$ cat src/rtl/counter_191_chain.sv
// Cascadable 74xx191-style up/down counter: STAGES 4-bit stages with a
// bidirectional carry/borrow enable chain and synchronous parallel load.

module counter_191_stage (
    input  logic       clk,
    input  logic       rst,
    input  logic       load,
    input  logic [3:0] d,
    input  logic       cep,
    input  logic       en,
    input  logic       down,
    output logic [3:0] q,
    output logic       tc
);
    logic at_term;

    // Terminal value flips with direction: F for carry, 0 for borrow.
    assign at_term = down ? (q == 4'h0) : (q == 4'hF);
    assign tc      = en & at_term;

    always_ff @(posedge clk) begin
        if (rst)
            q <= 4'h0;
        else if (load)
            q <= d;
        else if (cep && en)
            q <= down ? q - 4'd1 : q + 4'd1;
    end
endmodule

module counter_191_chain #(
    parameter int STAGES = 3
) (
    input  logic                  clk,
    input  logic                  rst,
    input  logic                  load,
    input  logic [4*STAGES-1:0]   d,
    input  logic                  cep,
    input  logic                  cet,
    input  logic                  down,
    output logic [4*STAGES-1:0]   q,
    output logic [STAGES-1:0]     nib_tc,
    output logic                  tc
);
    logic [STAGES:0] en;

    // A stage's terminal count is exactly the next stage's enable.
    assign en[0] = cet;
    assign tc    = nib_tc[STAGES-1];

    for (genvar i = 0; i < STAGES; i++) begin : g_stage
        counter_191_stage u_stage (
            .clk  (clk),
            .rst  (rst),
            .load (load),
            .d    (d[4*i +: 4]),
            .cep  (cep),
            .en   (en[i]),
            .down (down),
            .q    (q[4*i +: 4]),
            .tc   (nib_tc[i])
        );
        assign en[i+1] = nib_tc[i];
    end
endmodule

$ cat config.mk
export PLATFORM = sky130hd
export DESIGN_NAME = counter_191_chain
export DESIGN_NICKNAME = d
export VERILOG_FILES = /design/src/rtl/counter_191_chain.sv
export SDC_FILE = /design/constraint.sdc
export NUM_CORES = 1
export LEC_CHECK = 0
export ABC_CLOCK_PERIOD_IN_PS = 2000
export CELL_PAD_IN_SITES_DETAIL_PLACEMENT = 1
export CELL_PAD_IN_SITES_GLOBAL_PLACEMENT = 2
export CORE_ASPECT_RATIO = 0.75
export CORE_UTILIZATION = 23
export DETAILED_ROUTE_END_ITERATION = 7
export GPL_TIMING_DRIVEN = 0
export PLACE_DENSITY = 0.74
export SLEW_MARGIN = 20
export SYNTH_ARGS = -nofsm -noshare
export SYNTH_HDL_FRONTEND = slang
export SYNTH_SLANG_ARGS = --single-unit
$ cat constraint.sdc
create_clock -name clk -period 2 [get_ports clk]
set_input_delay 0.4 -clock clk [delete_from_list [all_inputs] [get_ports clk]]
set_output_delay 0.4 -clock clk [all_outputs]
set_load 0.05 [all_outputs]
==> metrics, run 1 <==
critical path class flop to primary output; Iter 0 DRT Violations 22; clock tree buffer depth 2; failing checks negative setup slack; global-route wire length before repair 5150 um; Synth Instances 114; Slew Viols, Final 0; Post-Syn Area 982 um^2; io pins 34; synth cell count leaders nor2_1 (14), dfxtp_1 (12), inv_1 (9), nand2_1 (8); CTS H-Tree Depth 1; Tcrit/Tclk final 119%; max FFs per register 12; final worst slack -0.378 ns; Setup Viol. Count Final 8; syn nets 141; Yosys reg bits 12; port bufs 33; area leader, netlist dfxtp_1; synth unique cells 30; Fill cells 486; RSZ-0062 raised after global routing true; wire per inst 15.2 um; vias in the first global route 1,094; Slew headroom 62.1%; detailed-route via count 1,004; core area 4080 um^2; Final Hold Viols 0; top post-synthesis cells by area dfxtp_1 (24%), ha_1 (7.6%), fa_1 (6.1%), nor2_1 (5.4%), xnor2_1 (5.4%); FFs w/ async S/R, synth 0%; IR Drop Worst-Case VDD 0.000188 V; routability congestion estimate 0.802; skew final 0.00651 ns; Chip Width 77.5 um; area delta synth->final 61.3%; leakage power 0.643 nW; Clock transition at path regs 0.06 ns; TritonCTS clock tree built; DR vias/cell 4.71; First-pass DRT Iterations 4; Crit. End Element primary output; Root Buffer clkbuf_8; # rows 20; Max Freq 421 MHz; Yosys top cell area share 24.5%; YS warnings 0; worst skew pair latency 0.25 ns; dominant synthesized flop cell dfxtp_1; Initial Util 24.1%; Seq/Total Area, Yosys 24.5%; worst hold-check path type flop to flop; share of layout cells above drive strength 1 24.1%; final wirelength 3240 um; Diodes inserted 0; slew at the pin closest to its max-slew limit 0.568 ns; status complete, but fails checks; die span in y 58.6 um; max-cap viol count 0; CTS sink cnt 12; Worst EP arrival 1.98 ns; full die area 4540 um^2; dpl hpwl 2480 um; TritonCTS buffer count 3; EDFF count, synth 0; Startpoint Class flop; post-route DRC violation count 0; Antenna Nets Post-Route 0; final net count 186; largest registers g_stage.u_stage.q (12); DP Worst Slack -1.83 ns; min Tclk post-route 2.38 ns; Worst Path Max Fanout 2; Pwr Total 887 uW; Hold Buf Count CTS 0; Avg Synthesized Cell Area 8.62 um^2; Worst EP required 1.60 ns; global route overflow 0; count leader, synth nor2_1; Core Util, Final 38.8%; Biggest register g_stage.u_stage.q; gr usage total 15.4%; initial antenna violation count 0; largest net degree at the start of global routing 14; Power Density 560 nW/um^2
## critical path, stage by stage (launching register included)
cell     delay, ns
dfxtp_4       0.34
or4b_4        0.56
o32ai_4       0.27
and2_4        0.19
and2_4        0.14
buf_8         0.09
buf_8         0.13
## layer usage
metal	track usage (%)	part of all wire, %
met5	0	0
met1	18.1	47
met4	4.04	0.83
met3	3.88	3.2
met2	28.2	49
## through the flow
step	std cells	cell area, um^2	hold WS [ns]	setup TNS (ns)
after floorplan	114	1020	0.462	-0.346
after global placement	202	1420	0.523	-13.99
after detailed placement	202	1420	0.541	-14.44
after CTS	210	1510	0.552	-1.75
after global routing	213	1580	0.597	-2.86
final	213	1580	0.547	-2.13
## worst paths after layout
path	end	cells after the start	slack, ns	start
worst min register to register	g_stage[1].u_stage.q[3]	2	0.55	g_stage[1].u_stage.q[3]
worst max register to register	g_stage[2].u_stage.q[0]	10	-0.21	g_stage[0].u_stage.q[3]
worst min-delay path	g_stage[1].u_stage.q[3]	2	0.55	g_stage[1].u_stage.q[3]
worst max-delay path	nib_tc[2]	6	-0.38	g_stage[0].u_stage.q[3]
## repair_timing
action	4_1_cts	5_1_grt
resized for setup	39	12
setup buffers	5	3
endpoints found under the setup margin	15	8
pin swaps	3	6
cloned	0	0
## report_power, final
group | total [mW] | leakage, nW | switching (mW) | internal [mW]
combinational | 0.356 | 0.517 | 0.197 | 0.159
sequential | 0.286 | 0.103 | 0.0270 | 0.259
clock | 0.244 | 0.0231 | 0.108 | 0.136
## final cells by class
class	instances	area, um^2	share of cell area, %
buffer	6	48.8	3.08
clock buffer	3	41.3	2.61
clock inverter	1	3.75	0.237
inverter	9	33.8	2.13
multi-input combinational	86	712	44.9
sequential	12	256	16.2
tap	55	68.8	4.34
timing repair buffer	41	419	26.5
## cell usage in the layout, fill, tap and decap left out, types with 4 or more instances in the layout
cell / Yosys / final
dfxtp_2: 0 / 4
nor2_1: 14 / 14
a21oi_1: 6 / 6
inv_1: 9 / 9
buf_6: 0 / 7
buf_8: 0 / 4
nand2_1: 8 / 8
mux2i_1: 5 / 4
o21ai_0: 5 / 5
buf_4: 4 / 5
clkdlybuf4s50_1: 0 / 28
xnor2_1: 6 / 5
ha_1: 6 / 6
dfxtp_1: 12 / 5
## kinds of logic (layout without fill, tap and decap cells)
kind of cell | after synthesis | in the layout | share of synthesized area [%]
AO/OA/AOI/OAI | 28 | 28 | 23.4
buffers and inverters | 16 | 60 | 7.64
AND/OR/NAND/NOR | 35 | 35 | 17.6
XOR/XNOR | 9 | 9 | 8.03
adder cells (fa/ha/maj) | 9 | 9 | 13.8
multiplexers | 5 | 5 | 5.10
flip-flops | 12 | 12 | 24.5
(Power assumes the default switching activity.)
==> run 2: changes to the inputs <==
--- a/config.mk
+++ b/config.mk
@@ -5,14 +5,14 @@
 export SDC_FILE = /design/constraint.sdc
 export NUM_CORES = 1
 export LEC_CHECK = 0
-export ABC_CLOCK_PERIOD_IN_PS = 2000
+export ABC_CLOCK_PERIOD_IN_PS = 3100
 export CELL_PAD_IN_SITES_DETAIL_PLACEMENT = 1
 export CELL_PAD_IN_SITES_GLOBAL_PLACEMENT = 2
 export CORE_ASPECT_RATIO = 0.75
-export CORE_UTILIZATION = 23
+export CORE_UTILIZATION = 27
 export DETAILED_ROUTE_END_ITERATION = 7
 export GPL_TIMING_DRIVEN = 0
-export PLACE_DENSITY = 0.74
+export PLACE_DENSITY = 0.82
 export SLEW_MARGIN = 20
 export SYNTH_ARGS = -nofsm -noshare
 export SYNTH_HDL_FRONTEND = slang
==> constraint.sdc (replaced) <==
create_clock -name clk -period 3.1 [get_ports clk]
set_input_delay 0.62 -clock clk [delete_from_list [all_inputs] [get_ports clk]]
set_output_delay 0.62 -clock clk [all_outputs]
set_load 0.05 [all_outputs]
==> run 2 against run 1 <==
Compared with the run above:
- the run now ends clean
- power decreased by 39%
- global-route usage increased by 1.0 points
- critical path depth up 2
- cell count decreased by 9.9%
- non-clock buffer count decreased by 5
- via count shrank 4.4%
- clock skew shrank 0.0029 ns
- sequential share of layout area grew 0.92 points
- clock power fell by 40%
- die area shrank 14%
- worst setup slack better by 0.50 ns
- critical path type is now input port to primary output
==> metrics, run 2 (synthesized netlist as in run 1, its figures left out) <==
Clk pwr share 27.2% (-0.3 points); leakage power 0.587 nW (-8.7%); Internal 343 uW (-38%); Worst Path Max Fanout 7 (+5); port bufs 33 (unchanged); routability congestion estimate 0.764 (-4.8%); clock tree buffer depth 2 (unchanged); # rows 18 (-10%); Tcrit/Tclk final 96.0%; share of layout cells above drive strength 1 11.8% (-12 points); slowest stage delay, CP 0.49 ns (-0.07 ns); Min-Delay Endpoint g_stage[2].u_stage.q[1]; IR Drop Worst-Case VDD 0.000152 V (-20%); die span in y 54.2 um (-7.4%); Clock transition at path regs 0.05 ns (about the same); CP most frequent cell buf_4; WHS Path Cells 2 (unchanged); worst skew pair latency 0.24 ns (about the same); Antenna Nets Post-Route 0 (unchanged); Logic pwr share 38.7% (-1.5 points); First-pass DRT Iterations 4 (unchanged); Max Freq 336 MHz; RSZ-0062 raised after global routing false; commonest non-fill, non-tap cells in the layout clkdlybuf4s50_1 (28), nor2_1 (14), dfxtp_1 (12); Post-Layout Cell Count 192 (-9.9%); DP Worst Slack -1.17 ns (+0.669 ns); Root Buffer clkbuf_8; min-delay src g_stage[2].u_stage.q[1]; global route overflow 0 (unchanged); min Tclk post-route 2.98 ns; Startpoint Class input port; Pwr Total 543 uW (-39%); gr usage total 16.4% (+1.0 points); initial antenna violation count 0 (unchanged); critical path class input port to primary output; worst hold-check path type flop to flop; Worst Reg-to-Reg Cells 6 (-4); area delta synth->final 42.9%; final worst slack 0.125 ns (+0.502 ns); TritonCTS clock tree built; io pins 34 (unchanged); Initial Util 29.1% (+5.0 points); Biggest register g_stage.u_stage.q; Chip Width 71.6 um (-7.5%); Worst EP required 2.48 ns (+0.88 ns); Switch Pwr 199 uW (-40%); CTS sink cnt 12 (unchanged); Core Util, Final 41.6% (+2.7 points); max FFs per register 12 (unchanged); largest registers g_stage.u_stage.q (12); Setup Viol. Count Final 0 (-8); skew final 0.00360 ns (-0.00291 ns); reg2reg end g_stage[2].u_stage.q[1]; Slew Viols, Final 0 (unchanged); Iter 0 DRT Violations 29 (+32%); FF-to-FF setup slack 1.08 ns (+1.29 ns); wire per inst 15.2 um (-0.18%); max-cap viol count 0 (unchanged); status completed; post-route DRC violation count 0 (unchanged); Crit. End Element primary output; global-route wire length before repair 4710 um (-8.6%); vias in the first global route 970 (-11%); final wirelength 2920 um (-10%); Reg power frac 34.1% (+1.8 points); final net count 181 (-2.7%); Power Density 387 nW/um^2 (-31%); slew at the pin closest to its max-slew limit 0.569 ns (+0.00103 ns); Crit-path slowest cell or4b_4; Slew headroom 62.0% (-0.069 points); worst path cell trace buf_4, buf_4, or4b_4, o32ai_4, and2_1, and2_1, buf_4, buf_4; TritonCTS buffer count 3 (unchanged); DR vias/cell 5.00 (+6.1%); Fill cells 403 (-17%); Final Hold Viols 0 (unchanged); Placed Instances 187 (-7.4%); largest net degree at the start of global routing 11 (-3); CTS H-Tree Depth 1 (unchanged); Diodes inserted 0 (unchanged); Worst EP arrival 2.36 ns (+0.38 ns); commonest non-fill, non-tap cell in the layout clkdlybuf4s50_1; core area 3380 um^2 (-17%); full die area 3890 um^2 (-14%); detailed-route via count 960 (-4.4%); worst r2r src g_stage[0].u_stage.q[2]; hold slack 0.580 ns (+0.0329 ns); Net Sw Frac 36.7% (-0.71 points); dpl hpwl 2310 um (-6.8%)
## run 2: cell types whose count changed in the layout (fill, tap and decap cells not counted), moves of 3 or more
cell and delta:
dfxtp_2 -4, buf_4 +3, buf_6 -7, dfxtp_4 -3, dfxtp_1 +7, buf_8 -4
## run 2: per-stage QoR
stage	cell area (um^2)	setup TNS, ns
finish	1400	0
global route	1400	0
CTS	1400	0
detailed placement	1360	-4.16
global placement	1360	-4.11
floorplan	982	0
## run 2: layer usage
metal | GRT usage (%) | part of all wire (%)
met2 | 28.6 | 45
met3 | 3.31 | 3.4
met1 | 21.1 | 51
met5 | 0 | 0
met4 | 3.92 | 0.93
## run 2: power groups by stage
stage / clock network [mW] / registers (mW) / logic [mW]
2_1_floorplan: 0 / 0.227 / 0.0927
3_3_place_gp: 0 / 0.188 / 0.204
4_1_cts: 0.149 / 0.185 / 0.211
5_1_grt: 0.156 / 0.188 / 0.228
3_5_place_dp: 0 / 0.189 / 0.209
6_report: 0.147 / 0.185 / 0.210
## run 2: cell type report
type	count	area [um^2]	share of cell area, %
Sequential cell	12	240	17.1
Timing Repair Buffer	35	330	23.5
Inverter	9	33.8	2.41
Buffer	7	41.3	2.94
Clock buffer	3	41.3	2.94
Multi-Input combinational cell	86	667	47.5
Tap cell	40	50.0	3.57
## run 2: how the worst max path moves through the flow
stage	start	endpoint	slack [ns]	depth (start not counted)
after floorplan	down	nib_tc[2]	0.07	6
after global placement	down	nib_tc[2]	-1.15	8
after detailed placement	down	nib_tc[2]	-1.17	8
after CTS	down	nib_tc[2]	0.03	8
after global routing	down	nib_tc[2]	0.04	8
final	down	nib_tc[2]	0.12	8
## run 2: timing repair
item                                    4_1_cts  5_1_grt
gates cloned                                  0        0
setup buffers                                 1        1
hold buffers                                  0        0
gates resized for setup                      26        0
pin swaps                                     1        1
endpoints found under the setup margin        4        3
## run 2: critical path: cells and delay by family
family | cells | cell delay [ns]
AO/OA/AOI/OAI | 1 | 0.31
buffers and inverters | 4 | 0.60
AND/OR/NAND/NOR | 3 | 0.81
==> run 3: changes to the inputs <==
--- a/config.mk
+++ b/config.mk
@@ -11,7 +11,6 @@
 export CORE_ASPECT_RATIO = 0.75
 export CORE_UTILIZATION = 27
 export DETAILED_ROUTE_END_ITERATION = 7
-export GPL_TIMING_DRIVEN = 0
 export PLACE_DENSITY = 0.82
 export SLEW_MARGIN = 20
 export SYNTH_ARGS = -nofsm -noshare
==> run 3 against run 2 <==
Compared with the run above:
- utilization rose by 1.5 points
- combinational power barely moved
- register-to-register slack improved by 0.07 ns
- die area unchanged
- global-route usage down 1.1 points
- sequential share of layout area down 0.59 points
- cell count is 1.6% lower
==> metrics, run 3 (synthesized netlist as in run 1, its figures left out) <==
status completed; PostCTS Resize Cnt 0 (-100%); Core Util, Final 43.0% (+1.5 points); CTS sink cnt 12 (unchanged); Hold Buf Count CTS 0 (unchanged); share of layout cells above drive strength 1 11.4% (-0.43 points); beginning of the critical path down; slowest stage delay, CP 0.48 ns (about the same); worst r2r src g_stage[0].u_stage.q[1]; post-route DRC violation count 0 (unchanged); Slew headroom 62.5% (+0.48 points); Crit-path slowest cell or4b_4; CTS H-Tree Depth 1 (unchanged); Worst Path Max Fanout 2 (-5); Pwr Total 578 uW (+6.5%); # rows 18 (unchanged); worst skew pair latency 0.25 ns (about the same); Antenna Nets Post-Route 0 (unchanged); max-cap viol count 0 (unchanged); skew final 0.00420 ns (+0.000602 ns); min Tclk post-route 3.02 ns (+0.0456 ns); Chip Width 71.6 um (unchanged); initial antenna violation count 0 (unchanged); routability congestion estimate 0.718 (-5.9%); io pins 34 (unchanged); Diodes inserted 0 (unchanged); RSZ-0062 raised after global routing false; First-pass DRT Iterations 4 (unchanged); die span in y 54.2 um (unchanged); core area 3380 um^2 (unchanged); IR Drop Worst-Case VDD 0.000147 V (-2.8%); full die area 3890 um^2 (unchanged); TritonCTS clock tree built; commonest non-fill, non-tap cell in the layout clkdlybuf4s50_1; setup bufs post-CTS 0 (-1); area delta synth->final 48.0%; Initial Util 29.1% (unchanged); Max Freq 331 MHz (-1.5%); worst hold-check path type flop to flop; Worst EP arrival 2.40 ns (+0.04 ns); CP most frequent cell and2_1; TritonCTS buffer count 3 (unchanged); leakage power 0.596 nW (+1.4%); clock tree buffer depth 2 (unchanged); vias in the first global route 919 (-5.3%); top cell family by delay on the critical path simple AND/OR/NAND/NOR gates; gr usage total 15.2% (-1.1 points); global-route wire length before repair 4480 um (-5.0%); largest net degree at the start of global routing 15 (+4); Tcrit/Tclk final 97.5% (+1.5 points); Slew Viols, Final 0 (unchanged); Startpoint Class input port; worst path cell trace clkdlybuf4s50_1, or4b_4, o32ai_4, and2_1, and2_1, buf_12; wire per inst 14.8 um (-2.7%); Final Hold Viols 0 (unchanged); commonest non-fill, non-tap cells in the layout clkdlybuf4s50_1 (29), nor2_1 (14), dfxtp_1 (12); critical path class input port to primary output; Setup Viol. Count Final 0 (unchanged); Worst EP required 2.48 ns (about the same); Power Density 397 nW/um^2 (+2.8%); Biggest register g_stage.u_stage.q; min-delay src g_stage[1].u_stage.q[3]; dpl hpwl 2130 um (-7.7%); global route overflow 0 (unchanged); final net count 177 (-2.2%); Root Buffer clkbuf_8; Worst Path Buf+Inv 2 (-2); slew at the pin closest to its max-slew limit 0.560 ns (-0.00889 ns); port bufs 33 (unchanged); largest registers g_stage.u_stage.q (12); DR vias/cell 5.04 (+0.85%); Iter 0 DRT Violations 15 (-48%); detailed-route via count 953 (-0.73%); Clock transition at path regs 0.06 ns (about the same); max FFs per register 12 (unchanged); total negative slack 0 ns (unchanged); Crit. End Element primary output; final wirelength 2790 um (-4.3%)
-- run 3: path summary, 6_finish.rpt --
check                                          endpoint  slack, ns  cells after the start
worst max-delay path                                 tc       0.08                      6
worst min-delay path            g_stage[1].u_stage.q[3]       0.56                      2
worst max register to register  g_stage[0].u_stage.q[3]       1.15                      6
worst min register to register  g_stage[1].u_stage.q[3]       0.56                      2
-- run 3: metrics by stage --
stage / setup WS [ns] / hold slack, ns / instances / area [um^2]
detailed placement: 0.0877 / 0.545 / 185 / 1400
floorplan: 0.0675 / 0.692 / 114 / 982
CTS: 0.0712 / 0.562 / 189 / 1450
global placement: 0.107 / 0.546 / 185 / 1400
finish: 0.0789 / 0.558 / 189 / 1450
global route: 0.00785 / 0.597 / 189 / 1450
-- run 3: layout make-up --
class | count | area (um^2)
flip-flops and latches | 12 | 240
well taps | 40 | 50.0
repair buffers | 38 | 408
multi-input cells | 86 | 667
fillers | 406 | 1920
inverters | 9 | 33.8
clock buffers | 4 | 55.1
-- run 3: worst min-delay path: cells and delay by family, from the launching register on --
| family | cells | cell delay (ns) |
|---|---|---|
| flops | 1 | 0.34 |
| compound gates | 2 | 0.17 |
-- run 3: power breakdown --
group          internal [mW]  leakage (nW)  switching (mW)  total (mW)
clock network          0.113        0.0288          0.0690       0.182
logic                 0.0936         0.467           0.117       0.211
registers              0.167        0.0996          0.0188       0.186
-- run 3: metal layers --
metal  part of all wire (%)  wire (um)  up-vias  track usage, %
li1                       -          -      470               -
met1                     50       1390      462            19.7
met2                     46       1290       19            26.7
met3                    3.1         87        2            2.76
met4                   0.68         19        0            3.92
met5                      0          0        -               0
